## src/rtl/fifo_uart_tx.sv

```systemverilog
// fifo_uart_tx: pulls one byte at a time from an upstream FIFO and sends it as an
// 8N1 UART frame (start, 8 data bits LSB first, stop), idle-high line.
// Optional build macro FIFO_UART_TX_PARITY_EN adds an even-parity bit between the
// last data bit and the stop bit.
module fifo_uart_tx #(
    parameter int unsigned CLKS_PER_BIT = 217
) (
    input  logic       i_clk,
    input  logic       i_rst_l,
    input  logic       i_enable,
    input  logic       i_fifo_empty,
    output logic       o_fifo_rd_en,
    input  logic       i_fifo_rd_dv,
    input  logic [7:0] i_fifo_rd_data,
    output logic       o_tx_serial,
    output logic       o_tx_active,
    output logic       o_tx_done
);

    localparam int unsigned CNT_W = $clog2(CLKS_PER_BIT);
    localparam logic [CNT_W-1:0] CNT_LAST = CNT_W'(CLKS_PER_BIT - 1);

`ifdef FIFO_UART_TX_PARITY_EN
    typedef enum logic [2:0] {
        IDLE    = 3'd0,
        WAIT_DV = 3'd1,
        START   = 3'd2,
        DATA    = 3'd3,
        PARITY  = 3'd4,
        STOP    = 3'd5
    } state_t;
`else
    typedef enum logic [2:0] {
        IDLE    = 3'd0,
        WAIT_DV = 3'd1,
        START   = 3'd2,
        DATA    = 3'd3,
        STOP    = 3'd5
    } state_t;
`endif

    state_t           state_q, state_d;
    logic [CNT_W-1:0] cnt_q, cnt_d;
    logic [2:0]       idx_q, idx_d;
    logic [7:0]       shift_q, shift_d;
    logic             serial_d;
    logic             active_d;
    logic             done_d;
    logic             bit_end;

    // Last cycle of the current bit period.
    assign bit_end = (cnt_q == CNT_LAST);

    // Read request is a decode of IDLE; held off while reset is asserted.
    assign o_fifo_rd_en = i_rst_l && (state_q == IDLE) && i_enable && !i_fifo_empty;

    // State, counters, byte buffer and registered line outputs.
    always_ff @(posedge i_clk) begin
        if (!i_rst_l) begin
            state_q     <= IDLE;
            cnt_q       <= '0;
            idx_q       <= '0;
            shift_q     <= '0;
            o_tx_serial <= 1'b1;
            o_tx_active <= 1'b0;
            o_tx_done   <= 1'b0;
        end else begin
            state_q     <= state_d;
            cnt_q       <= cnt_d;
            idx_q       <= idx_d;
            shift_q     <= shift_d;
            o_tx_serial <= serial_d;
            o_tx_active <= active_d;
            o_tx_done   <= done_d;
        end
    end

    // Next-state logic; outputs are decoded from the next state so they line up
    // with the state register.
    always_comb begin
        state_d = state_q;
        cnt_d   = cnt_q;
        idx_d   = idx_q;
        shift_d = shift_q;

        case (state_q)
            IDLE: begin
                if (i_enable && !i_fifo_empty) begin
                    state_d = WAIT_DV;
                end
            end
            WAIT_DV: begin
                if (i_fifo_rd_dv) begin
                    shift_d = i_fifo_rd_data;
                    cnt_d   = '0;
                    idx_d   = '0;
                    state_d = START;
                end
            end
            START: begin
                if (bit_end) begin
                    cnt_d   = '0;
                    idx_d   = '0;
                    state_d = DATA;
                end else begin
                    cnt_d = cnt_q + CNT_W'(1);
                end
            end
            DATA: begin
                if (bit_end) begin
                    cnt_d = '0;
                    if (idx_q == 3'd7) begin
`ifdef FIFO_UART_TX_PARITY_EN
                        state_d = PARITY;
`else
                        state_d = STOP;
`endif
                    end else begin
                        idx_d = idx_q + 3'd1;
                    end
                end else begin
                    cnt_d = cnt_q + CNT_W'(1);
                end
            end
`ifdef FIFO_UART_TX_PARITY_EN
            PARITY: begin
                if (bit_end) begin
                    cnt_d   = '0;
                    state_d = STOP;
                end else begin
                    cnt_d = cnt_q + CNT_W'(1);
                end
            end
`endif
            STOP: begin
                if (bit_end) begin
                    cnt_d   = '0;
                    state_d = IDLE;
                end else begin
                    cnt_d = cnt_q + CNT_W'(1);
                end
            end
            default: begin
                cnt_d   = '0;
                idx_d   = '0;
                state_d = IDLE;
            end
        endcase

        case (state_d)
            START:   serial_d = 1'b0;
            DATA:    serial_d = shift_d[idx_d];
`ifdef FIFO_UART_TX_PARITY_EN
            PARITY:  serial_d = ^shift_d;
`endif
            default: serial_d = 1'b1;
        endcase

        active_d = (state_d != IDLE) && (state_d != WAIT_DV);
        done_d   = (state_d == STOP) && (cnt_d == CNT_LAST);
    end

endmodule

```

## config.mk

```make
export PLATFORM = sky130hd
export DESIGN_NAME = fifo_uart_tx
export DESIGN_NICKNAME = d
export VERILOG_FILES = /design/src/rtl/fifo_uart_tx.sv
export SDC_FILE = /design/constraint.sdc
export NUM_CORES = 1
export LEC_CHECK = 0
export ABC_AREA = 0
export BUFFER_PORTS_ARGS = -buffer_cell sky130_fd_sc_hd__buf_4
export CORE_UTILIZATION = 40
export CTS_CLUSTER_SIZE = 25
export DETAILED_ROUTE_END_ITERATION = 10
export PLACE_DENSITY = 0.66
export SYNTH_ARGS = -nofsm -noshare
export SYNTH_HDL_FRONTEND = slang
export SYNTH_SLANG_ARGS = --single-unit
export TNS_END_PERCENT = 10
```

## constraint.sdc

```tcl
create_clock -name i_clk -period 2.15 [get_ports i_clk]
set_input_delay 0 -clock i_clk [delete_from_list [all_inputs] [get_ports i_clk]]
set_output_delay 0 -clock i_clk [all_outputs]
set_load 0.01 [all_outputs]
```

==> metrics.cfg <==
[timing]
max-slew-margin-rel = 0.655
fin_tns_setup_ps = 0
clock-skew-final_ps = 5.41
worst_slack_ps = 106
final-hold-violation-count = 0
max_slew.worst_pin.slew_ps = 512
period_minus_slack_ps = 2040
finalCritPeriodShare = 0.951
finalMaxSlewViolations = 0
setup_viol = 0
max_freq_mhz = 489

[finish]
nets = 237
fin_util = 0.525
drive_above_1_share = 0.227
fin_cells = 268
regArea_um2 = 503
diodes = 0
multiInputGateArea_um2 = 1010
fillers = 376
syn_to_final_growth_pct = 25.2
final_cell_mix = nand2_1, buf_4, dfxtp_1, nor2_1, o21ai_0
layout_commonest_cell = nand2_1

[min_path]
hold_path_startpoint = i_rst_l
worstHoldPathType = primary input to flip-flop
worst_hold_path.endpoint = cnt_q[1]$_SDFF_PN0_
min_delay_path_depth = 2

[yosys]
netlist_area_um2 = 1550
async_reset_ff_frac = 0
syn_area_per_cell_um2 = 8.18
yosysWarnings = 0
ys.flop_type = dfxtp_1
syn-num-nets = 205
synth_cell_types = 47
ys_ff_latch = 25
synth-edff-count = 0
synth_seq_area_share = 0.324
netlist_instances = 189

[cts]
cts_tree = done
clkLatencyLatePin_ps = 280
cts.sinks = 25
clock_path_buffers = 2
htreeDepth = 1
clk_pin_slew_worst_paths_ps = 90
postCtsSetupBuffers = 0
cts_root_buf = clkbuf_8
cts_made_buffers = 3

[setup_path]
crit_required_ps = 2310
crit_slowest_cell = dfxtp_1
cpPeakStageDelay_ps = 440
path_class = flip-flop to flip-flop
rr_startpoint = idx_q[0]$_SDFF_PN0_
r2r_end = o_tx_serial$_SDFF_PN1_
ff2ff_path_depth = 7
cp_max_fo = 5
reg2reg_slack_ps = 110
endpoint_kind = flip-flop
cp_data_arrival_time_ps = 2210
critical_path.cell_chain = ha_1 -> nand3_1 -> a21oi_4 -> nor2_4 -> a211o_1 -> a221oi_2 -> o31ai_1
critPathLaunchType = flip-flop

[global_routing]
grt_pass1_vias = 1239
track_usage = 0.189
overflow = 0
grt_max_degree = 16
antenna_found_initial = 0
grt_first_pass_wirelength_um = 5910

[power]
p_leak_uw = 0.000729
p_per_area_nw_per_um2 = 467
total_power_uw = 904
vdd_drop_max_v = 0.000356

[place]
gp_congestion = 0.858
io_buffers = 16
place_inst = 256
hpwl_um = 2630
pre_cts_slack_ps = 97.1

[detailed_routing]
drtIter0Drc = 52
avgRoutedWirePerCell_um = 13.8
viasPerCell = 5.27
final_antenna_net_count = 0
drc = 0
drt-pass1-iter-count = 4
wl_um = 3710
route.vias.total = 1413

[die]
die_area_um2 = 4120
core_um2 = 3690
die_w_um = 64.2
die_y_um = 64.2
floorplan.initialDensity = 0.419
io_pins = 17
num_rows = 22

[status]
status = completed

[flow_run]
maxCapViolCount = 0

==> flip-flops by register name, summed over array words and instances, names as in the netlist <==
name	cells
o_tx_done	1
o_tx_active	1
shift_q	8
idx_q	3
cnt_q	8
state_q	3
o_tx_serial	1
==> cell type report <==
class                           instances  area share
Multi-Input combinational cell        150       0.524
Sequential cell                        25       0.260
Clock buffer                            3      0.0213
Tap cell                               48      0.0310
Clock inverter                          1     0.00259
Timing Repair Buffer                   37       0.154
Inverter                                4     0.00776
==> Yosys cell counts (3+ instances only) <==
cell type,n,area share
ha_1,3,0.024
a21boi_0,8,0.039
o21a_1,4,0.019
dfxtp_1,25,0.32
nand3_1,4,0.013
nor2_1,14,0.034
nand4_1,3,0.012
and2_1,4,0.016
a21oi_1,11,0.036
inv_1,4,0.0097
a211o_1,4,0.023
o21ai_0,13,0.042
nor2b_1,5,0.020
and3_1,4,0.016
a31oi_1,3,0.012
nand2_1,31,0.075
buf_2,5,0.016
nand2b_1,4,0.016
a221oi_1,3,0.017
nor3b_1,4,0.019
==> where the power goes <==
group | internal, uW | switching [uW] | total [uW]
combinational | 65.1 | 63.3 | 128
clock | 130 | 166 | 297
sequential | 472 | 7.44 | 479
==> routing by layer <==
metal	global-route usage	vias up	routed length, um	share of wire
li1	-	740	-	-
met1	0.264	642	1840	0.50
met2	0.281	26	1670	0.45
met3	0.0321	5	133	0.036
met4	0.0833	0	66	0.018
met5	0	-	0	0
==> stage by stage <==
step / hold WS [ps] / instance area, um^2
2_1_floorplan: 145 / 1550
3_3_place_gp: 261 / 1760
3_5_place_dp: 269 / 1760
4_1_cts: 39.4 / 1890
5_1_grt: 52.3 / 1940
6_report: 43.9 / 1940
==> cells by family after synthesis <==
kind of cell,count (synthesis),share of synthesized area
simple gates,88,0.312
compound gates,57,0.278
flops,25,0.324
buf+inv,14,0.0502
fa+ha+maj,3,0.0243
xor+xnor,1,0.00566
mux,1,0.00647
==> worst max-delay path by stage <==
stage | depth (start not counted) | slack [ps] | start | end
finish | 7 | 110 | idx_q[0]$_SDFF_PN0_ | o_tx_serial$_SDFF_PN1_
CTS | 7 | 70 | state_q[2]$_SDFF_PN0_ | o_tx_serial$_SDFF_PN1_
floorplan | 9 | 190 | cnt_q[0]$_SDFF_PN0_ | o_tx_serial$_SDFF_PN1_
global placement | 9 | 140 | cnt_q[1]$_SDFF_PN0_ | o_tx_serial$_SDFF_PN1_
detailed placement | 7 | 100 | state_q[2]$_SDFF_PN0_ | o_tx_serial$_SDFF_PN1_
global route | 9 | -9 | cnt_q[1]$_SDFF_PN0_ | o_tx_serial$_SDFF_PN1_
==> what timing repair did <==
action / CTS / global route
endpoints found under the setup margin: 0 / 2
hold endpoints to repair: 8 / 0
resized for setup: 0 / 10
hold buffers: 8 / 0
==> critical path: cells and delay by family (launching register included) <==
kind,cells,cell delay [ps]
flops,1,440
simple gates,2,280
compound gates,4,980
fa+ha+maj,1,230
(Power assumes the default switching activity.)
